### src/rtl/router_pkt_tx.sv
// Packet source for the router input port: a payload FIFO feeding a header/payload/parity serialiser.
// One byte per cycle while busy is low; busy freezes the presented byte and pkt_valid.
module router_pkt_tx #(
    parameter int DEPTH = 64,
    parameter int GAP   = 2
) (
    input  logic       clock,
    input  logic       reset,
    input  logic       wr_en,
    input  logic [7:0] wr_data,
    output logic       fifo_full,
    output logic [6:0] fifo_count,
    input  logic       start,
    input  logic [1:0] dest_addr,
    input  logic [5:0] pay_len,
    output logic       ready,
    output logic       start_err,
    input  logic       busy,
    output logic       pkt_valid,
    output logic [7:0] tx_data,
    output logic       done
);
    localparam int AW = $clog2(DEPTH);
    localparam int GW = (GAP > 1) ? $clog2(GAP) : 1;

    typedef enum logic [2:0] {S_IDLE, S_HDR, S_PAY, S_PAR, S_GAP} state_t;

    state_t        state;
    logic [7:0]    mem [DEPTH];
    logic [AW-1:0] wr_ptr;
    logic [AW-1:0] rd_ptr;
    logic [AW-1:0] rd_nxt;
    logic [AW:0]   count;
    logic [5:0]    remain;
    logic [7:0]    parity;
    logic [GW-1:0] gap_cnt;
    logic          full;
    logic          push;
    logic          pop;
    logic          bad_req;

    assign full       = (count == (AW+1)'(DEPTH));
    assign push       = wr_en && !full;
    assign pop        = (state == S_PAY) && !busy;
    assign rd_nxt     = rd_ptr + 1'b1;
    assign fifo_full  = full;
    assign fifo_count = 7'(count);
    assign bad_req    = (pay_len == 6'd0) || (dest_addr == 2'd3) ||
                        (count < (AW+1)'(pay_len));

    always_ff @(posedge clock or posedge reset) begin
        if (reset) begin
            wr_ptr <= '0;
            rd_ptr <= '0;
            count  <= '0;
        end else begin
            if (push)
                wr_ptr <= wr_ptr + 1'b1;
            if (pop)
                rd_ptr <= rd_nxt;
            case ({push, pop})
                2'b10:   count <= count + 1'b1;
                2'b01:   count <= count - 1'b1;
                default: ;
            endcase
        end
    end

    always_ff @(posedge clock) begin
        if (push)
            mem[wr_ptr] <= wr_data;
    end

    always_ff @(posedge clock or posedge reset) begin
        if (reset) begin
            state     <= S_IDLE;
            ready     <= 1'b1;
            start_err <= 1'b0;
            done      <= 1'b0;
            pkt_valid <= 1'b0;
            tx_data   <= 8'd0;
            parity    <= 8'd0;
            remain    <= 6'd0;
            gap_cnt   <= '0;
        end else begin
            start_err <= 1'b0;
            done      <= 1'b0;
            case (state)
                S_IDLE: begin
                    if (start) begin
                        if (bad_req) begin
                            start_err <= 1'b1;
                        end else begin
                            state     <= S_HDR;
                            ready     <= 1'b0;
                            pkt_valid <= 1'b1;
                            tx_data   <= {pay_len, dest_addr};
                            parity    <= {pay_len, dest_addr};
                            remain    <= pay_len;
                        end
                    end
                end
                S_HDR: begin
                    if (!busy) begin
                        state   <= S_PAY;
                        tx_data <= mem[rd_ptr];
                    end
                end
                S_PAY: begin
                    // The next head is read one slot ahead because the pop lands on this same edge.
                    if (!busy) begin
                        parity <= parity ^ tx_data;
                        remain <= remain - 1'b1;
                        if (remain == 6'd1) begin
                            state     <= S_PAR;
                            pkt_valid <= 1'b0;
                            tx_data   <= parity ^ tx_data;
                        end else begin
                            tx_data <= mem[rd_nxt];
                        end
                    end
                end
                S_PAR: begin
                    if (!busy) begin
                        done    <= 1'b1;
                        tx_data <= 8'd0;
                        parity  <= 8'd0;
                        if (GAP == 0) begin
                            state <= S_IDLE;
                            ready <= 1'b1;
                        end else begin
                            state   <= S_GAP;
                            gap_cnt <= '0;
                        end
                    end
                end
                S_GAP: begin
                    if (gap_cnt == GW'(GAP - 1)) begin
                        state <= S_IDLE;
                        ready <= 1'b1;
                    end else begin
                        gap_cnt <= gap_cnt + 1'b1;
                    end
                end
                default: begin
                    state <= S_IDLE;
                    ready <= 1'b1;
                end
            endcase
        end
    end
endmodule
### config.mk
export PLATFORM = sky130hd
export DESIGN_NAME = router_pkt_tx
export DESIGN_NICKNAME = d
export VERILOG_FILES = /design/src/rtl/router_pkt_tx.sv
export SDC_FILE = /design/constraint.sdc
export NUM_CORES = 1
export LEC_CHECK = 0
export BUFFER_PORTS_ARGS = -buffer_cell sky130_fd_sc_hd__buf_2
export CORE_ASPECT_RATIO = 0.5
export CORE_MARGIN = 2
export CORE_UTILIZATION = 49
export DETAILED_ROUTE_END_ITERATION = 7
export GPL_TIMING_DRIVEN = 0
export PLACE_DENSITY = 0.72
export SLEW_MARGIN = 20
export SYNTH_ARGS = -nofsm -noshare
export SYNTH_HDL_FRONTEND = slang
export SYNTH_SLANG_ARGS = --single-unit
### constraint.sdc
create_clock -name clock -period 4.6 [get_ports clock]
set_input_delay 0.92 -clock clock [delete_from_list [all_inputs] [get_ports clock]]
set_output_delay 0.92 -clock clock [all_outputs]
set_load 0.03 [all_outputs]
==> impl_metrics.sql, run 1 <==
INSERT INTO impl_metrics (metric_group, metric, value, unit) VALUES
('detailed_routing', 'viasPerCell', '6.93', ''),
('pwr', 'leakage', '9.93', 'nW'),
('synthesis', 'ys_async_sr_fraction', '8.73', '%'),
('cts', 'cts_tree', 'yes', ''),
('detailed_routing', 'drt-wirelength-per-cell', '35.0', 'um'),
('grt', 'grt_max_degree', '65', ''),
('floorplan', 'boundaryPins', '41', ''),
('synthesis', 'synth_area_leader_cell', 'sky130_fd_sc_hd__edfxtp_1', ''),
('pwr', 'vdd.ir_drop.worst', '0.488', 'mV'),
('synthesis', 'synth-simple-area-share', '4.09', '%'),
('final_layout', 'fillers', '4466', ''),
('synthesis', 'synth_enable_flop_cells', '512', ''),
('floorplan', 'die_y', '172', 'um'),
('synthesis', 'synth_flop_cell', 'sky130_fd_sc_hd__edfxtp_1', ''),
('placed_design', 'detailed_place_hpwl', '63.6', 'mm'),
('critical_path', 'worstPathCellList', 'ha_1 > buf_2 > clkbuf_1 > mux4_2 > mux2_2 > o221ai_1 > o22ai_1 > o21ai_1 > a31oi_1', ''),
('synthesis', 'yosysMostFrequentCell', 'sky130_fd_sc_hd__edfxtp_1', ''),
('critical_path', 'wp_data_arrival', '4.62', 'ns'),
('critical_path', 'timing.critical_path.from', 'rd_ptr[1]', ''),
('critical_path', 'crit_path_launch_type', 'register', ''),
('cts', 'cts_made_buffers', '50', ''),
('synthesis', 'synth_sequential_area_ratio', '60.3', '%'),
('timing', 'slew_headroom', '16.3', '%'),
('timing', 'worst_clock_skew', '0.0240', 'ns'),
('detailed_routing', 'drc', '0', ''),
('final_layout', 'final_core_utilization', '54.6', '%'),
('synthesis', 'synth.area.mux_share', '23.2', '%'),
('critical_path', 'reg2reg_from', 'rd_ptr[1]', ''),
('critical_path', 'worstSetupEndpointType', 'register', ''),
('grt', 'first_pass_grt_wire_length', '126', 'mm'),
('synthesis', 'complex_gate_fraction_of_the_synthesized_area', '7.71', '%'),
('timing', 'crit_path_time_final', '4.16', 'ns'),
('pwr', 'power.density', '698', 'mW/mm^2'),
('job', 'drv.max_cap_violation_count', '0', ''),
('critical_path', 'worstPathMaxFanout', '10', ''),
('cts', 'worst_setup_hold_path_clk_slew', '0.07', 'ns'),
('floorplan', 'initial_core_util', '49.5', '%'),
('detailed_routing', 'dr_total_vias', '17804', ''),
('grt', 'globalRoute.totalOverflow', '0', ''),
('synthesis', 'postSynthRegisterBits', '561', ''),
('timing', 'setup_viol', '0', ''),
('timing', 'final_hold_vio_count', '0', ''),
('synthesis', 'postSynthAreaPerCell', '16.4', 'um^2'),
('critical_path', 'worstPathRequired', '5.06', 'ns'),
('outcome', 'run_status', 'complete, no violations', ''),
('cts', 'cts.sink_count', '561', ''),
('synthesis', 'synth_adder_area_share', '0.545', '%'),
('cts', 'clock_insertion_delay_worst_skew', '0.61', 'ns'),
('detailed_routing', 'drt_pre_antenna_iters', '7', ''),
('final_layout', 'drive_gt1_share', '24.6', '%'),
('grt', 'number_of_antenna_violations_at_the_first_check_in_global_routing', '4', ''),
('worst_hold_path', 'hold_class', 'input pin to async pin', ''),
('synthesis', 'combinational_family_with_the_most_area_after_synthesis', 'multiplexers', ''),
('synthesis', 'syn_inst', '1680', ''),
('placed_design', 'post_dp_cell_area', '0.0287', 'mm^2'),
('synthesis', 'synth_common_cells', 'sky130_fd_sc_hd__edfxtp_1 (512), sky130_fd_sc_hd__mux4_2 (195), sky130_fd_sc_hd__mux2i_1 (139)', ''),
('timing', 'rsz0062_at_grt', 'no', ''),
('placed_design', 'numPortBuffers', '40', ''),
('cts', 'clock-root-buffer', 'sky130_fd_sc_hd__clkbuf_16', ''),
('synthesis', 'synthXorXnorAreaFrac', '1.08', '%'),
('timing', 'achievable-frequency', '240', 'MHz'),
('detailed_routing', 'dr_iter_0_viols', '2692', ''),
('synthesis', 'post_synth_top_area_share', '55.9', '%'),
('synthesis', 'netlist_area', '0.0275', 'mm^2'),
('floorplan', 'die-area', '0.0582', 'mm^2'),
('cts', 'postCtsResizedCells', '0', ''),
('critical_path', 'timing_worst_setup_path_type', 'register to register', ''),
('timing', 'aggregate_negative_setup_slack', '0', 'ns'),
('final_layout', 'stdcell_area', '0.0303', 'mm^2'),
('cts', 'cts_setup_buffers', '0', ''),
('cts', 'cts_hold_repair.buffers', '0', '');
[logic make-up after synthesis]
kind of cell	Yosys count
fa+ha+maj	12
compound gates	300
mux	385
flops	561
xor+xnor	33
buf+inv	151
simple gates	238
[critical path, delay by kind of cell, from the launching register on]
kind	cells	cell delay, ns
multiplexers	2	0.74
adder cells (fa/ha/maj)	1	0.39
flip-flops	1	0.43
buffers and inverters	2	1.04
AO/OA/AOI/OAI	4	1.40
[path summary, 6_finish.rpt]
check	end	slack, ns	cells past startpoint
setup / recovery	tx_data[7]	0.44	9
hold / removal	state[0]	0.42	2
setup reg to reg	tx_data[7]	0.44	9
hold reg to reg	wr_ptr[2]	0.51	1
max in group asynchronous	tx_data[6]	3.71	2
min in group clock	wr_ptr[2]	0.51	1
[flip-flops by register name, indices dropped and copies added, names as in the netlist, 3 cells and up]
register    cells
fifo_count      7
parity          8
state           3
mem           512
wr_ptr          6
remain          6
tx_data         8
rd_ptr          6
[power breakdown]
group	internal [mW]	switching, mW
sequential	5.93	0.276
clock	2.29	1.96
combinational	4.13	6.59
total	12.4	8.82
[metrics by stage]
stage                     setup slack, ns  instances  hold WS, ns
after floorplan                     0.652       1680        0.459
after global placement             -0.433       2476        0.477
after detailed placement            0.445       2478        0.492
after CTS                           0.802       2570        0.438
after global routing                0.481       2570        0.475
final                               0.438       2570        0.425
[cell type report]
type	count	area, um^2	area share (%)
clock buffers	66	1350	4.45
well taps	756	946	3.12
multi-input cells	968	10100	33.3
flip-flops and latches	561	16600	54.7
repair buffers	42	249	0.821
clock inverters	26	239	0.788
inverters	23	88.8	0.293
plain buffers	128	771	2.54
[placed cells by master (no fill, tap or decap), types with 7 or more instances in the layout]
master,Yosys,final
sky130_fd_sc_hd__a31oi_1,15,15
sky130_fd_sc_hd__o21a_1,12,12
sky130_fd_sc_hd__clkinv_1,1,13
sky130_fd_sc_hd__a221oi_1,31,31
sky130_fd_sc_hd__mux4_2,195,195
sky130_fd_sc_hd__o21ai_0,64,64
sky130_fd_sc_hd__nor2_1,114,114
sky130_fd_sc_hd__o31ai_1,18,18
sky130_fd_sc_hd__buf_2,28,61
sky130_fd_sc_hd__a211oi_1,10,8
sky130_fd_sc_hd__xnor2_1,22,22
sky130_fd_sc_hd__buf_6,16,17
sky130_fd_sc_hd__a32oi_1,9,9
sky130_fd_sc_hd__mux2_2,50,50
sky130_fd_sc_hd__a21oi_1,42,42
sky130_fd_sc_hd__a221o_1,24,24
sky130_fd_sc_hd__nand2_1,34,34
sky130_fd_sc_hd__o22ai_1,18,18
sky130_fd_sc_hd__nand3_1,14,14
sky130_fd_sc_hd__clkbuf_1,51,63
sky130_fd_sc_hd__a221oi_2,7,7
sky130_fd_sc_hd__buf_1,11,11
sky130_fd_sc_hd__o221ai_1,14,14
sky130_fd_sc_hd__inv_1,22,21
sky130_fd_sc_hd__ha_1,12,12
sky130_fd_sc_hd__buf_4,15,22
sky130_fd_sc_hd__nand2b_1,16,16
sky130_fd_sc_hd__mux2i_1,139,139
sky130_fd_sc_hd__nor4_1,7,7
sky130_fd_sc_hd__o21ai_1,17,17
sky130_fd_sc_hd__dfrtp_1,48,48
sky130_fd_sc_hd__xor2_1,10,10
sky130_fd_sc_hd__clkbuf_16,0,50
sky130_fd_sc_hd__nor3_1,16,16
sky130_fd_sc_hd__edfxtp_1,512,512
[routing by layer]
layer  wire, um  track usage (%)
met1      36100             44.2
met3      13900             12.6
met2      37300             44.1
met5         43                0
met4       2530             8.14
Power figures use the tool's default switching activity.
==> run 2, diff against run 1 <==
--- a/config.mk
+++ b/config.mk
@@ -11,7 +11,6 @@
 export CORE_UTILIZATION = 49
 export DETAILED_ROUTE_END_ITERATION = 7
 export GPL_TIMING_DRIVEN = 0
-export PLACE_DENSITY = 0.72
 export SLEW_MARGIN = 20
 export SYNTH_ARGS = -nofsm -noshare
 export SYNTH_HDL_FRONTEND = slang
==> constraint.sdc (replaced) <==
create_clock -name clock -period 5.2 [get_ports clock]
set_input_delay 1.04 -clock clock [delete_from_list [all_inputs] [get_ports clock]]
set_output_delay 1.04 -clock clock [all_outputs]
set_load 0.1 [all_outputs]
==> impl_metrics.sql, run 2 (same netlist as run 1, synthesis figures left out) <==
INSERT INTO impl_metrics (metric_group, metric, value, unit) VALUES
('cts', 'clock_insertion_delay_worst_skew', '0.62', 'ns'),
('critical_path', 'crit_path_max_incr_delay', '0.82', 'ns'),
('outcome', 'run_status', 'complete, no violations', ''),
('timing', 'aggregate_negative_setup_slack', '0', 'ns'),
('final_layout', 'finish.cell_count_without_fillers', '2575', ''),
('pwr', 'net-switching-power', '8.53', 'mW'),
('pwr', 'vdd.ir_drop.worst', '0.353', 'mV'),
('final_layout', 'nets', '1811', ''),
('placed_design', 'dp_slack', '0.858', 'ns'),
('cts', 'cts_setup_buffers', '0', ''),
('timing', 'slew_headroom', '19.8', '%'),
('timing', 'final_critical_path_setup_slack', '0.986', 'ns'),
('final_layout', 'final_cell_mix', 'sky130_fd_sc_hd__edfxtp_1 (512), sky130_fd_sc_hd__mux4_2 (195), sky130_fd_sc_hd__mux2i_1 (139)', ''),
('placed_design', 'numPortBuffers', '40', ''),
('final_layout', 'syn_to_final_growth', '10.8', '%'),
('pwr', 'fraction_of_power_spent_switching_nets', '43.5', '%'),
('pwr', 'leakage', '10.0', 'nW'),
('worst_hold_path', 'hold_class', 'input pin to async pin', ''),
('timing', 'timing_worst_slew_pin_value', '1.20', 'ns'),
('detailed_routing', 'drt_pre_antenna_iters', '7', ''),
('final_layout', 'reg.largest.list', 'mem x512, parity x8, tx_data x8', ''),
('detailed_routing', 'drc', '0', ''),
('critical_path', 'worstPathCellList', 'ha_1 > buf_2 > clkbuf_1 > mux4_2 > mux2_2 > o221ai_1 > o22ai_1 > o21ai_1 > a31oi_1', ''),
('critical_path', 'crit_path_launch_type', 'register', ''),
('critical_path', 'crit-reg2reg-capture', 'tx_data[5]', ''),
('floorplan', 'initial_core_util', '49.5', '%'),
('pwr', 'power', '19.6', 'mW'),
('timing', 'crit_path_time_final', '4.21', 'ns'),
('timing', 'hold-worst-slack', '0.367', 'ns'),
('cts', 'clock_tree.buffer_depth', '3', ''),
('critical_path', 'critical_path.slowest_cell', 'sky130_fd_sc_hd__clkbuf_1', ''),
('critical_path', 'timing_worst_setup_path_type', 'register to register', ''),
('detailed_routing', 'dr_iter_0_viols', '2703', ''),
('floorplan', 'fp-row-count', '61', ''),
('cts', 'cts_made_buffers', '51', ''),
('critical_path', 'critical_path_buf_inv_count', '2', ''),
('detailed_routing', 'drt_wl_total', '96.9', 'mm'),
('cts', 'postCtsResizedCells', '0', ''),
('critical_path', 'worstPathMaxFanout', '10', ''),
('final_layout', 'final_core_utilization', '54.9', '%'),
('timing', 'rsz0062_at_grt', 'no', ''),
('detailed_routing', 'dr_total_vias', '17982', ''),
('critical_path', 'r2r_setup_slack', '0.99', 'ns'),
('timing', 'fin_crit_sh', '81.0', '%'),
('grt', 'first_pass_grt_wire_length', '135', 'mm'),
('grt', 'track_usage', '33.6', '%'),
('timing', 'setup_viol', '0', ''),
('placed_design', 'gp_routability_congestion', '1.10', ''),
('detailed_routing', 'viasPerCell', '6.98', ''),
('pwr', 'seqPwrFrac', '28.1', '%'),
('cts', 'cts.sink_count', '561', ''),
('placed_design', 'detailed_place_hpwl', '68.4', 'mm'),
('placed_design', 'placed_cell_count', '2479', ''),
('cts', 'cts_tree', 'yes', ''),
('critical_path', 'count_of_cells_along_the_worst_register_to_register_path', '9', ''),
('floorplan', 'die_width', '339', 'um'),
('pwr', 'power.density', '643', 'mW/mm^2'),
('floorplan', 'die_y', '172', 'um'),
('final_layout', 'largest_register_ffs', '512', ''),
('grt', 'grt_pass1_vias', '17734', ''),
('timing', 'worst_clock_skew', '0.0267', 'ns'),
('grt', 'globalRoute.totalOverflow', '0', ''),
('final_layout', 'registers.top_by_ff_count', 'mem', ''),
('critical_path', 'worstPathRequired', '5.67', 'ns'),
('critical_path', 'wp_data_arrival', '4.69', 'ns'),
('final_layout', 'drive_gt1_share', '25.3', '%'),
('timing', 'achievable-frequency', '237', 'MHz'),
('cts', 'cts_hold_repair.buffers', '0', ''),
('critical_path', 'worst_path_dominant_cell_family', 'compound AO/OA/AOI/OAI gates', ''),
('critical_path', 'reg2reg_from', 'rd_ptr[1]', ''),
('cts', 'cts-htree-levels', '2', ''),
('cts', 'worst_setup_hold_path_clk_slew', '0.07', 'ns'),
('floorplan', 'boundaryPins', '41', ''),
('grt', 'number_of_antenna_violations_at_the_first_check_in_global_routing', '3', ''),
('timing', 'slew_violations', '0', ''),
('final_layout', 'final_common_cell', 'sky130_fd_sc_hd__edfxtp_1', ''),
('cts', 'clock-root-buffer', 'sky130_fd_sc_hd__clkbuf_16', ''),
('floorplan', 'die-area', '0.0582', 'mm^2'),
('timing', 'final_hold_vio_count', '0', ''),
('job', 'drv.max_cap_violation_count', '0', ''),
('final_layout', 'fillers', '4443', ''),
('critical_path', 'worstSetupEndpointType', 'register', ''),
('detailed_routing', 'drt-wirelength-per-cell', '37.6', 'um'),
('grt', 'grt_max_degree', '65', ''),
('placed_design', 'post_dp_cell_area', '0.0288', 'mm^2'),
('pwr', 'internal-power', '11.1', 'mW'),
('floorplan', 'core_area', '0.0556', 'mm^2'),
('pwr', 'power.combinational.fraction', '51.8', '%'),
('final_layout', 'stdcell_area', '0.0305', 'mm^2'),
('detailed_routing', 'postRouteAntennaNets', '0', ''),
('pwr', 'clock_power_share', '20.1', '%');
## run 2: changes by cell type in the layout (fill, tap and decap cells not counted), moves of 2 or more
cell                        previous run  this run
sky130_fd_sc_hd__clkinv_2              5         9
sky130_fd_sc_hd__bufinv_16             4         6
sky130_fd_sc_hd__clkbuf_8              4         1
sky130_fd_sc_hd__a211oi_1              8         4
sky130_fd_sc_hd__clkinv_1             13         5
sky130_fd_sc_hd__a211oi_2              2         6
sky130_fd_sc_hd__clkbuf_16            50        52
sky130_fd_sc_hd__buf_8                 4         6
sky130_fd_sc_hd__diode_2               0         2
sky130_fd_sc_hd__clkbuf_2              1         3
## run 2: power groups by stage
stage               logic (mW)  registers [mW]  clock network, mW
floorplan                 5.81            5.98                  0
global placement          9.70            5.57                  0
detailed placement        9.81            5.59                  0
CTS                       9.86            5.50               3.95
global route              10.4            5.53               4.13
finish                    10.2            5.50               3.94
## run 2: final cells by class
| cell class | instances | area (um^2) | area share (%) |
|---|---|---|---|
| flip-flops and latches | 561 | 16600 | 54.5 |
| multi-input cells | 968 | 10100 | 33.1 |
| clock buffers | 68 | 1370 | 4.50 |
| well taps | 756 | 946 | 3.10 |
| plain buffers | 128 | 773 | 2.54 |
| repair buffers | 45 | 309 | 1.01 |
| clock inverters | 24 | 289 | 0.948 |
| inverters | 23 | 86.3 | 0.283 |
| diodes | 2 | 5.00 | 0.0164 |
## run 2: worst max path at each step
stage,from,endpoint,cells past startpoint
finish,rd_ptr[1],tx_data[5],9
global route,rd_ptr[1],tx_data[7],9
CTS,rd_ptr[1],tx_data[1],9
detailed placement,busy,fifo_count[6],14
global placement,busy,fifo_count[6],14
floorplan,busy,fifo_count[6],13
## run 2: metal layers
layer  track usage [%]  vias to the layer above  routed length [um]
li1                  -                     7131                   -
met4              8.45                        2                2460
met3              13.6                      179               13900
met2              48.3                     1217               40500
met1              47.6                     9453               40000
met5                 0                        -                  14
